$ cat src/rtl/spi_mnrch_param.sv
// SPI master: one WIDTH-bit frame per wrt pulse, all four CPOL/CPHA modes,
// SCLK = clk / 2^DIV_LOG2, one of NUM_SS active-low selects.
module spi_mnrch_param #(
    parameter int WIDTH    = 16,
    parameter int DIV_LOG2 = 4,
    parameter int NUM_SS   = 1,
    localparam int SELW    = (NUM_SS > 1) ? $clog2(NUM_SS) : 1
) (
    input  logic              clk,
    input  logic              rst_n,
    input  logic              wrt,
    input  logic [WIDTH-1:0]  wt_data,
    input  logic [1:0]        mode,
    input  logic [SELW-1:0]   ss_sel,
    input  logic              MISO,
    output logic [NUM_SS-1:0] SS_n,
    output logic              SCLK,
    output logic              MOSI,
    output logic              busy,
    output logic              done,
    output logic [WIDTH-1:0]  rd_data
);
    localparam int CW = DIV_LOG2 - 1;
    localparam int BW = $clog2(WIDTH) + 1;

    typedef enum logic [1:0] {IDLE, FRNT, XFER, BACK} state_t;

    state_t            state, state_nxt;
    logic [CW-1:0]     hcnt;
    logic [BW-1:0]     bcnt;
    logic              ph;
    logic              pend;
    logic              miso_q;
    logic [1:0]        mode_q;
    logic [WIDTH-1:0]  sreg;
    logic [NUM_SS-1:0] ss_dec;
    logic              accept, tick, sclk_tgl, sample_now, shift_now, last_edge;

    // hcnt spans exactly one half-period, so all-ones marks the next event
    assign tick       = &hcnt;
    assign accept     = (state == IDLE) && wrt;
    assign sclk_tgl   = tick && ((state == FRNT) || (state == XFER));
    // ph=0 means the upcoming SCLK edge is odd; CPHA=0 samples odd edges
    assign sample_now = sclk_tgl && (ph == mode_q[0]);
    assign shift_now  = tick && pend;
    assign last_edge  = ph && (bcnt == BW'(WIDTH - 1));

    always_comb begin
        for (int i = 0; i < NUM_SS; i++)
            ss_dec[i] = (ss_sel != SELW'(i));
    end

    always_ff @(posedge clk or negedge rst_n) begin
        if (!rst_n) state <= IDLE;
        else        state <= state_nxt;
    end

    always_comb begin
        state_nxt = state;
        case (state)
            IDLE: if (wrt)               state_nxt = FRNT;
            FRNT: if (tick)              state_nxt = XFER;
            XFER: if (tick && last_edge) state_nxt = BACK;
            BACK: if (tick)              state_nxt = IDLE;
            default:                     state_nxt = IDLE;
        endcase
    end

    always_ff @(posedge clk or negedge rst_n) begin
        if (!rst_n) begin
            hcnt   <= '0;
            bcnt   <= '0;
            ph     <= 1'b0;
            pend   <= 1'b0;
            miso_q <= 1'b0;
            mode_q <= 2'b11;
            sreg   <= '0;
            SS_n   <= '1;
            SCLK   <= 1'b1;
            done   <= 1'b0;
        end else if (accept) begin
            hcnt   <= '0;
            bcnt   <= '0;
            ph     <= 1'b0;
            pend   <= 1'b0;
            mode_q <= mode;
            sreg   <= wt_data;
            SS_n   <= ss_dec;
            SCLK   <= mode[1];
            done   <= 1'b0;
        end else if (state != IDLE) begin
            hcnt <= hcnt + 1'b1;
            if (sclk_tgl) begin
                SCLK <= ~SCLK;
                ph   <= ~ph;
                if (ph) bcnt <= bcnt + 1'b1;
            end
            if (shift_now) begin
                sreg <= {sreg[WIDTH-2:0], miso_q};
                pend <= 1'b0;
            end
            if (sample_now) begin
                miso_q <= MISO;
                pend   <= 1'b1;
            end
            if ((state == BACK) && tick) begin
                SS_n <= '1;
                done <= 1'b1;
            end
        end
    end

    assign busy    = (state != IDLE);
    assign MOSI    = sreg[WIDTH-1];
    assign rd_data = sreg;
endmodule
$ cat config.mk
export PLATFORM = sky130hd
export DESIGN_NAME = spi_mnrch_param
export DESIGN_NICKNAME = d
export VERILOG_FILES = /design/src/rtl/spi_mnrch_param.sv
export SDC_FILE = /design/constraint.sdc
export NUM_CORES = 1
export LEC_CHECK = 0
export BUFFER_PORTS_ARGS = -buffer_cell sky130_fd_sc_hd__buf_4
export CORE_ASPECT_RATIO = 0.8
export CORE_UTILIZATION = 49
export CTS_BUF_LIST = sky130_fd_sc_hd__clkbuf_8
export CTS_CLUSTER_SIZE = 16
export DETAILED_ROUTE_END_ITERATION = 6
export PLACE_DENSITY = 0.78
export SLEW_MARGIN = 0
export SYNTH_ARGS = -nofsm -noshare
export SYNTH_HDL_FRONTEND = slang
export SYNTH_SLANG_ARGS = --single-unit
export TNS_END_PERCENT = 30
$ cat constraint.sdc
create_clock -name clk -period 1.8 [get_ports clk]
set_input_delay 0.36 -clock clk [delete_from_list [all_inputs] [get_ports clk]]
set_output_delay 0.36 -clock clk [all_outputs]
set_load 0.03 [all_outputs]
# Word level (Yosys, flattened, before mapping)
# Cells that the tools add are included.
[op_classes] add_sub_neg=2 mul=0 div=0 n_lt_le_gt_ge=0 eq_ne=9 n_shift=0 muxes=28 bitwise_logic=3 n_reduce_logical=24
[ops] operator="$mux 16" count=3
[ops] operator="$mux 5" count=4
[ops] operator="$mux 1" count=14
[ops] operator="$reduce_bool 2->1" count=6
[ops] operator="$reduce_and 3->1" count=3
[ops] operator="$mux 2" count=4
[ops] operator="$pmux 2 s4" count=1
[ops] operator="$reduce_and 2->1" count=4
[ops] operator="$logic_and 1x1->1" count=7
[ops] operator="$mux 3" count=2
[ops] operator="$ne 2x2->1 const B" count=3
[ops] operator="$add 5x1->5 const B" count=1
[ops] operator="$eq 5x4->1 const B" count=1
[ops] operator="$eq 2x2->1 const B" count=2
[ops] operator="$reduce_and 4->1" count=1
[ops] operator="$add 3x1->3 const B" count=1
[ops] operator="$not 1->1" count=3
[ops] operator="$reduce_bool 3->1" count=1
[ops] operator="$eq 2x1->1 const B" count=1
[ops] operator="$logic_not 2->1" count=1
[ops] operator="$ne 2x1->1 const B" count=1
[ops] operator="$eq 1x1->1" count=1
[ops] operator="$logic_or 1x1->1" count=1
[word_totals] ff_bits=33 latchBits=0 ram_bits=0 mem_bits_ro=0 inputBits=23 output_inout_bits=21 elab_cells=77 memories=0

# Longest topological paths before layout
# Gate-level depths: netlist (run 1).
[logic_depth] word_depth=7 mapped_depth=7 ltp_nobuf=6

# Worst setup path before layout (run 1)
# No wires, ideal clock.
[synth_path] path_type="register to register" startpoint="register hcnt[0]" endpoint="register sreg[10], in the netlist rd_data[10]" setup_time_ns=0.125 arrival_ns=1.573 path_slack_ns=0.103 path_stages_with_launch=8 synth_period_minus_slack_ns=1.697 cell_sequence="dfrtp_1 > ha_1 > ha_1 > buf_2 > nand3b_1 > nand2_1 > buf_4 > mux2_2"
[synth_between] elab_chain_cells=4
[synth_lines] element="start, declared" line_no="29" rtl="logic [CW-1:0] hcnt;"
[synth_lines] element="start signal, assigned" line_no="92" rtl="hcnt <= hcnt + 1'b1;"
[synth_lines] element="$reduce_and 3->1" line_no="40" rtl="assign tick = &hcnt;"
[synth_lines] element="$logic_and 1x1->1" line_no="45" rtl="assign shift_now = tick && pend;"
[synth_lines] element="$reduce_bool 2->1 (no line)"
[synth_lines] element="$reduce_and 2->1 (no line)"
[synth_lines] element="end signal, assigned" line_no="87" rtl="sreg <= wt_data;"
[synth_lines] element="end signal, assigned" line_no="99" rtl="sreg <= {sreg[WIDTH-2:0], miso_q};"
[synth_lines] element="end, declared" line_no="35" rtl="logic [WIDTH-1:0] sreg;"
# No other way between the ends.
# A chain may end at the register's enable or synchronous reset.

# Final worst setup path (run 1)
[layout_path] startpoint="register state[0]" endpoint="register state[1]"
[layout_between] elab_chain_cells=3
[layout_lines] element="start, declared" line_no="28" rtl="state_t state, state_nxt;"
[layout_lines] element="start signal, assigned" line_no="55" rtl="else state <= state_nxt;"
[layout_lines] element="$eq 2x2->1 (tied with other cells)" line_no="60" rtl="case (state)"
[layout_lines] element="$ne 2x1->1 (no line) or $ne 2x2->1 (tied branches)"
[layout_lines] element="$reduce_and 4->1 (no line)"
# Several ways; a longest one is shown, not always the timed one.

==> Flow_metrics.wiki, run 1 <==
{| class="wikitable"
! Metric !! Value
|-
| Share of the synthesized area in compound gates (AO/OA/AOI/OAI) || 7.782%
|-
| Status || complete, no violations
|-
| Achievable clock frequency || 0.5698 GHz
|-
| Nature of the critical path startpoint || flop
|-
| Hold Worst Slack || 0.01176 ns
|-
| Clock insertion delay at the later pin of the skew report || 0.28 ns
|-
| I/O pin cnt || 44
|-
| Post-Synthesis Net Count || 164
|-
| Switch share || 38.21%
|-
| Number of buffers and inverters on the critical path || 1
|-
| Post-route DRC violation count || 0
|-
| CP Capture Type || flop
|-
| Die outline height || 55 um
|-
| Final GP Congestion || 0.8072
|-
| Via density || 5.427
|-
| Drt first pass iters || 4
|-
| Leading cell type in the layout, fill and taps excluded || sky130_fd_sc_hd__buf_4
|-
| Share of power burned in registers || 31.5%
|-
| Leading cell types in the layout, fill and taps excluded || sky130_fd_sc_hd__buf_4, sky130_fd_sc_hd__dfrtp_1, sky130_fd_sc_hd__mux2_2, sky130_fd_sc_hd__mux2_4, sky130_fd_sc_hd__nand2_1
|-
| Final hold violation count || 0
|-
| Number of flops mapped to enable cells by yosys || 0
|-
| Static Leakage || 1.129 nW
|-
| Via count of the first global-routing pass || 1,186
|-
| Worst-path cell with the longest stage delay || sky130_fd_sc_hd__dfrtp_1
|-
| Top flip-flop cell by instance count after synthesis || sky130_fd_sc_hd__dfrtp_1
|-
| Main combinational cell family by area after synthesis || multiplexers
|-
| Async S/R FF share, synth || 100.0%
|-
| Maximum clock skew at final layout || 0.004977 ns
|-
| Total clock sinks || 33
|-
| Pin count of the biggest net entering global routing || 34
|-
| Post-layout utilization of the core || 70.12%
|-
| Multiplexer share of the synthesized area || 26.33%
|-
| Total global-route track usage || 20.92%
|-
| Number of buffers inserted by hold repair at cts || 0
|-
| # port buffers || 43
|-
| Seq/Total Area, Yosys || 48.22%
|-
| Number of buffers on the longest clock path || 2
|-
| Sum of overflow across all layers after global routing || 0
|-
| Die Span X || 68.25 um
|-
| Root buffer cell || sky130_fd_sc_hd__clkbuf_8
|-
| Worst Max-Slew Pin Slew || 0.4168 ns
|-
| Antenna-violating nets left || 0
|-
| Number of distinct standard cells referenced by the synthesized netlist || 32
|-
| Clock-pin slew of the registers on the worst-case setup and hold paths || 0.06 ns
|-
| Count of synthesis-stage warnings from yosys || 0
|-
| Post-synthesis share of cell area spent on full adders, half adders and majority gates || 6.545%
|-
| Syn avg cell area || 13.03 um2
|-
| Data arrival time of the worst path || 1.92 ns
|-
| Fill cell count || 233
|-
| Number of buffers inserted during clock tree synthesis || 5
|-
| Ant. Diodes || 0
|-
| Area of the core region || 3221 um2
|-
| Yosys reg bits || 33
|-
| Max Transition Viols Final || 0
|-
| Via count of the routed design || 1,221
|-
| Required arrival time at the worst endpoint || 1.97 ns
|-
| Routed wire length per instance || 15.62 um
|-
| VDD IR max || 0.0009055 V
|-
| Placed wire-length estimate after detailed placement || 2522 um
|-
| Simple-gate share of the synthesized area || 6.545%
|-
| Highest net fanout along the worst path || 3
|-
| Global-route wire length before repair || 5492 um
|-
| Crit path largest cell delay || 0.40 ns
|-
| Relative max-transition margin || 72.22%
|-
| Count of endpoints failing setup in the final report || 0
|-
| Row Count || 18
|-
| Floorplan die area || 3753 um2
|-
| Sw power || 1.542 mW
|-
| Routed wire length || 3515 um
|-
| Synthesis-to-layout area growth || 31.27%
|-
| CP top delay family || compound AO/OA/AOI/OAI gates
|-
| Final layout net count || 217
|-
| Initial Utilization || 53.42%
|-
| Tmin final || 1.755 ns
|-
| CTS tree || done
|-
| Ratio of total power to cell area || 1787 nW/um2
|-
| Number of DRC markers after the initial detailed-route iteration || 70
|-
| Critical path class || reg2reg
|-
| List of cells traversed by the critical path || buf_4 > ha_1 > o21ba_2 > a211oi_2 > mux2_2
|-
| Clk network pwr share || 13.7%
|-
| Share of post-route cells with drive strength above 1 || 55.68%
|-
| Final period util || 97.50%
|-
| Mapped Area || 1720 um2
|-
| Internal Dissipation || 2.494 mW
|-
| H-tree Lvls || 2
|-
| Total of max-cap violations || 0
|-
| Xor-xnor portion of the synthesized cell area || 1.018%
|-
| Share of power burned in combinational logic || 54.8%
|-
| Post-synthesis instance total || 132
|-
| Number of antenna violations at the first check in global routing || 0
|-
| Class of the most critical hold timing path || in2async
|}
## timing repair
| item | CTS | global route |
|---|---|---|
| setup buffers | 2 | 0 |
| setup endpoints to repair | 17 | 20 |
| endpoints found under the hold margin | 0 | 0 |
| gates resized for setup | 0 | 5 |
| cloned | 0 | 0 |
## final timing paths
| path | start | endpoint | slack [ns] | cells after the start |
|---|---|---|---|---|
| hold / removal | rst_n | hcnt[0] | 0.01 | 1 |
| setup reg to reg | state[0] | state[1] | 0.04 | 5 |
| hold reg to reg | bcnt[3] | bcnt[3] | 0.48 | 1 |
| min in group clk | ss_sel | SS_n | 0.31 | 2 |
| max in group asynchronous | rst_n | SS_n | 1.45 | 1 |
| setup / recovery | state[0] | state[1] | 0.04 | 5 |
## flip-flops by register name (all words and copies together), names as in the netlist
register / count
hcnt: 3
rd_data: 16
pend: 1
state: 2
done: 1
mode_q: 1
ph: 1
miso_q: 1
bcnt: 5
SS_n: 1
SCLK: 1
## cell type report
| cell class | count | area, um2 | area share, % |
|---|---|---|---|
| inverter | 4 | 15.01 | 0.6648 |
| tap | 40 | 50.05 | 2.216 |
| clock inverter | 1 | 3.754 | 0.1662 |
| timing repair buffer | 52 | 427.9 | 18.95 |
| sequential | 33 | 829.5 | 36.73 |
| clock buffer | 6 | 82.58 | 3.657 |
| multi-input combinational | 89 | 849.6 | 37.62 |
## per-stage QoR
stage | setup TNS (ns) | setup slack [ns] | power [mW] | instance area [um2] | cells
floorplan | 0 | 0.1025 | 2.692 | 1720 | 132
global placement | 0 | 0.04892 | 3.285 | 2137 | 216
detailed placement | -0.08455 | -0.01851 | 3.383 | 2137 | 216
CTS | 0 | 0.007471 | 3.980 | 2238 | 225
global route | -0.009240 | -0.009240 | 4.290 | 2258 | 225
finish | 0 | 0.04493 | 4.036 | 2258 | 225
## cells in the mapped netlist (all sizes together), types with 2 or more instances
cell / count / area [um2]
dfstp: 3 / 78.83
o31ai: 3 / 22.52
o21ai: 6 / 30.03
xor2: 2 / 17.52
a21oi: 2 / 10.01
nand3: 5 / 25.02
ha: 9 / 112.6
nand2: 9 / 36.29
mux2: 36 / 442.9
inv: 4 / 15.01
a22o: 2 / 17.52
buf: 5 / 42.53
dfrtp: 30 / 750.7
nor2: 2 / 7.510
## layer usage
| metal | global-route usage (%) | vias to the layer above | share of wire [%] | routed length [um] |
|---|---|---|---|---|
| li1 | - | 585 | - | - |
| met1 | 25.13 | 602 | 44 | 1561 |
| met2 | 34.80 | 30 | 51 | 1788 |
| met3 | 6.557 | 4 | 3.8 | 134 |
| met4 | 9.028 | 0 | 0.88 | 31 |
| met5 | 0 | - | 0 | 0 |
## logic make-up after synthesis
logic type,after synthesis
simple gates,22
fa+ha+maj,9
compound gates,19
xor+xnor,2
mux,37
flops,33
buf+inv,10
## power groups by stage
stage	clock network, mW	logic [mW]	registers [mW]
after floorplan	0	1.09	1.60
after global placement	0	2.02	1.27
after detailed placement	0	2.09	1.29
after CTS	0.564	2.15	1.27
after global routing	0.600	2.38	1.31
final	0.552	2.21	1.27
Note: power is estimated with default switching activity, not from simulation.
==> inputs of run 2 (changes only) <==
==> constraint.sdc (replaced) <==
create_clock -name clk -period 1.5 [get_ports clk]
set_input_delay 0.3 -clock clk [delete_from_list [all_inputs] [get_ports clk]]
set_output_delay 0.3 -clock clk [all_outputs]
set_load 0.03 [all_outputs]
==> run 2 against run 1 <==
  * The run now ends with setup timing left
  * Die area did not move
  * Final cell count rose by 8.9%
  * Critical path depth rose by 2
  * Via count rose by 12%
  * Worst setup slack got worse by 0.22 ns
  * Sequential power rose by 22%
  * Power rose by 38%
  * Largest cell class unchanged
  * Largest power group unchanged
  * Highest routed layer unchanged
==> Flow_metrics.wiki, run 2 (same netlist as run 1, synthesis figures left out) <==
{| class="wikitable"
! Metric !! Value
|-
| List of cells traversed by the critical path || inv_2 > ha_4 > buf_6 > nor2b_1 > buf_4 > o21ai_0 > o31ai_1
|-
| Data arrival time of the worst path || 1.86 ns (-0.06 ns)
|-
| Total clock sinks || 33 (unchanged)
|-
| Post-route DRC violation count || 0 (unchanged)
|-
| FF/Latch Area || 829.5 um2 (unchanged)
|-
| I/O pin cnt || 44 (unchanged)
|-
| Routed wire length || 4557 um (+30%)
|-
| Global-route wire length before repair || 6327 um (+15%)
|-
| Placed wire-length estimate after detailed placement || 2599 um (+3.0%)
|-
| Met2 GRT Util || 37.75% (+2.9 points)
|-
| Number of DRC markers after the initial detailed-route iteration || 29 (-59%)
|-
| Number of buffers on the longest clock path || 2 (unchanged)
|-
| Sum of overflow across all layers after global routing || 0 (unchanged)
|-
| Pin count of the biggest net entering global routing || 34 (unchanged)
|-
| Total of max-cap violations || 0 (unchanged)
|-
| Via density || 5.604 (+3.3%)
|-
| Sw power || 2.204 mW (+43%)
|-
| Die outline height || 55 um (unchanged)
|-
| Max FFs per register || 16 (unchanged)
|-
| Area of the multi-input gates || 987.2 um2 (+16%)
|-
| Total global-route track usage || 24.30% (+3.4 points)
|-
| Routed wire length per instance || 18.60 um (+19%)
|-
| H-tree Lvls || 2 (unchanged)
|-
| Number of antenna violations at the first check in global routing || 0 (unchanged)
|-
| Static Leakage || 1.249 nW (+11%)
|-
| RSZ-0062 raised after global routing || true
|-
| Share of power burned in combinational logic || 60.1% (+5.3 points)
|-
| Post-layout utilization of the core || 79.22% (+9.1 points)
|-
| Achievable clock frequency || 0.5962 GHz (+4.6%)
|-
| Worst flop-to-flop path startpoint || state[0]
|-
| Share of power burned in registers || 27.7% (-3.8 points)
|-
| # port buffers || 43 (unchanged)
|-
| Root buffer cell || sky130_fd_sc_hd__clkbuf_8
|-
| Clock-pin slew of the registers on the worst-case setup and hold paths || 0.07 ns (about the same)
|-
| Final layout net count || 236 (+8.8%)
|-
| Leading cell type in the layout, fill and taps excluded || sky130_fd_sc_hd__buf_4
|-
| Area of the core region || 3221 um2 (unchanged)
|-
| Floorplan die area || 3753 um2 (unchanged)
|-
| Tmin final || 1.677 ns (-0.07785 ns)
|-
| CTS tree || done
|-
| GR Util met1 || 30.08% (+4.9 points)
|-
| Clock insertion delay at the later pin of the skew report || 0.29 ns (about the same)
|-
| Violated checks || setup timing
|-
| Leading cell types in the layout, fill and taps excluded || sky130_fd_sc_hd__buf_4, sky130_fd_sc_hd__dfrtp_1, sky130_fd_sc_hd__mux2_2, sky130_fd_sc_hd__mux2_4, sky130_fd_sc_hd__nand2_1
|-
| CP top delay family || buffers and inverters
|-
| FF-to-FF End || ph
|-
| Status || complete, but fails checks
|-
| Fill cell count || 187 (-20%)
|-
| CP Capture Type || flop
|-
| Ratio of total power to cell area || 2188 nW/um2 (+22%)
|-
| Slack of the worst reg-to-reg path || -0.18 ns (-0.22 ns)
|-
| Final hold violation count || 0 (unchanged)
|-
| Via count of the routed design || 1,373 (+12%)
|-
| Final period util || 111.8% (+14 points)
|-
| Drt first pass iters || 4 (unchanged)
|-
| Worst Max-Slew Pin Slew || 0.4298 ns (+0.01302 ns)
|-
| Ant. Diodes || 0 (unchanged)
|-
| Final GP Congestion || 0.7671 (-5.0%)
|-
| Number of buffers and inverters on the critical path || 3 (+2)
|-
| Max Transition Viols Final || 0 (unchanged)
|-
| Post-route worst setup slack || -0.1772 ns (-0.2222 ns)
|-
| Relative max-transition margin || 71.35% (-0.87 points)
|-
| Startpoint of the most critical hold path || ss_sel
|-
| Class of the most critical hold timing path || in2reg
|-
| Nature of the critical path startpoint || flop
|-
| Count of endpoints failing setup in the final report || 26 (+26)
|-
| VDD IR max || 0.001495 V (+65%)
|-
| Number of buffers inserted during clock tree synthesis || 5 (unchanged)
|-
| Internal Dissipation || 3.377 mW (+35%)
|-
| Critical path class || reg2reg
|-
| Row Count || 18 (unchanged)
|-
| Count of cell instances traversed by the critical path || 7 (+2)
|-
| Worst-path cell with the longest stage delay || sky130_fd_sc_hd__dfrtp_1
|-
| Hold path endpoint || SS_n
|-
| Synthesis-to-layout area growth || 48.29%
|-
| Initial Utilization || 53.42% (unchanged)
|-
| Via count of the first global-routing pass || 1,324 (+12%)
|-
| Share of post-route cells with drive strength above 1 || 65.37% (+9.7 points)
|-
| Worst Reg2Reg Path Length in Cells || 7 (+2)
|-
| Hold path depth || 2
|-
| Switch share || 39.49% (+1.3 points)
|-
| Die Span X || 68.25 um (unchanged)
|-
| Clk network pwr share || 12.2% (-1.5 points)
|-
| Highest net fanout along the worst path || 6 (+3)
|-
| Required arrival time at the worst endpoint || 1.69 ns (-0.28 ns)
|-
| Worst slack, placed || -0.1703 ns (-0.1518 ns)
|-
| Antenna-violating nets left || 0 (unchanged)
|-
| Maximum clock skew at final layout || 0.003567 ns (-0.001410 ns)
|-
| Crit path largest cell delay || 0.41 ns (about the same)
|-
| Busiest grt layer || met2
|-
| M3 GR Usage || 7.377% (+0.82 points)
|}
run 2: how the worst max path moves through the flow:
stage	slack, ns	from	to
detailed placement	-0.17	bcnt[1]	state[1]
global placement	-0.12	bcnt[0]	state[1]
CTS	-0.12	bcnt[1]	state[1]
finish	-0.18	state[0]	ph
global route	-0.24	state[0]	ph
floorplan	-0.06	hcnt[0]	rd_data[10]
run 2: metrics by stage:
step                hold slack [ns]  cells  TNS [ns]  power [mW]  cell area, um2
finish                       0.2441    245    -2.183       5.581            2551
global route                 0.2459    245    -3.704       5.852            2551
CTS                          0.2402    242    -1.298       5.247            2459
detailed placement           0.2647    226    -2.604       4.302            2231
global placement             0.2615    226    -1.494       4.164            2231
floorplan                  0.004409    132   -0.7959       3.385            1779
run 2: power groups by stage:
stage / registers [mW] / logic (mW) / clock network (mW)
after global placement: 1.52 / 2.65 / 0
after detailed placement: 1.54 / 2.76 / 0
final: 1.55 / 3.35 / 0.681
after global routing: 1.58 / 3.53 / 0.743
after CTS: 1.53 / 3.03 / 0.690
after floorplan: 1.94 / 1.45 / 0
run 2: cell type report:
| type | instances | share of cell area, % |
|---|---|---|
| Clock buffer | 6 | 3.237 |
| Multi-Input combinational cell | 91 | 38.70 |
| Tap cell | 40 | 1.962 |
| Timing Repair Buffer | 69 | 22.71 |
| Sequential cell | 33 | 32.52 |
| Inverter | 4 | 0.5885 |
| Clock inverter | 2 | 0.2943 |
run 2: repair_timing:
action,CTS,global route
cloned,2,1
setup endpoints to repair,19,29
pin swaps,4,8
endpoints found under the hold margin,30,0
setup buffers,5,2
hold buffers,1,0
gates resized for setup,14,12
run 2: per-layer routing:
metal	share of wire [%]	vias up	wire (um)
met4	3.1	0	142
met1	43	690	1969
met5	0	-	0
met2	49	44	2243
li1	-	626	-
met3	4.5	13	203
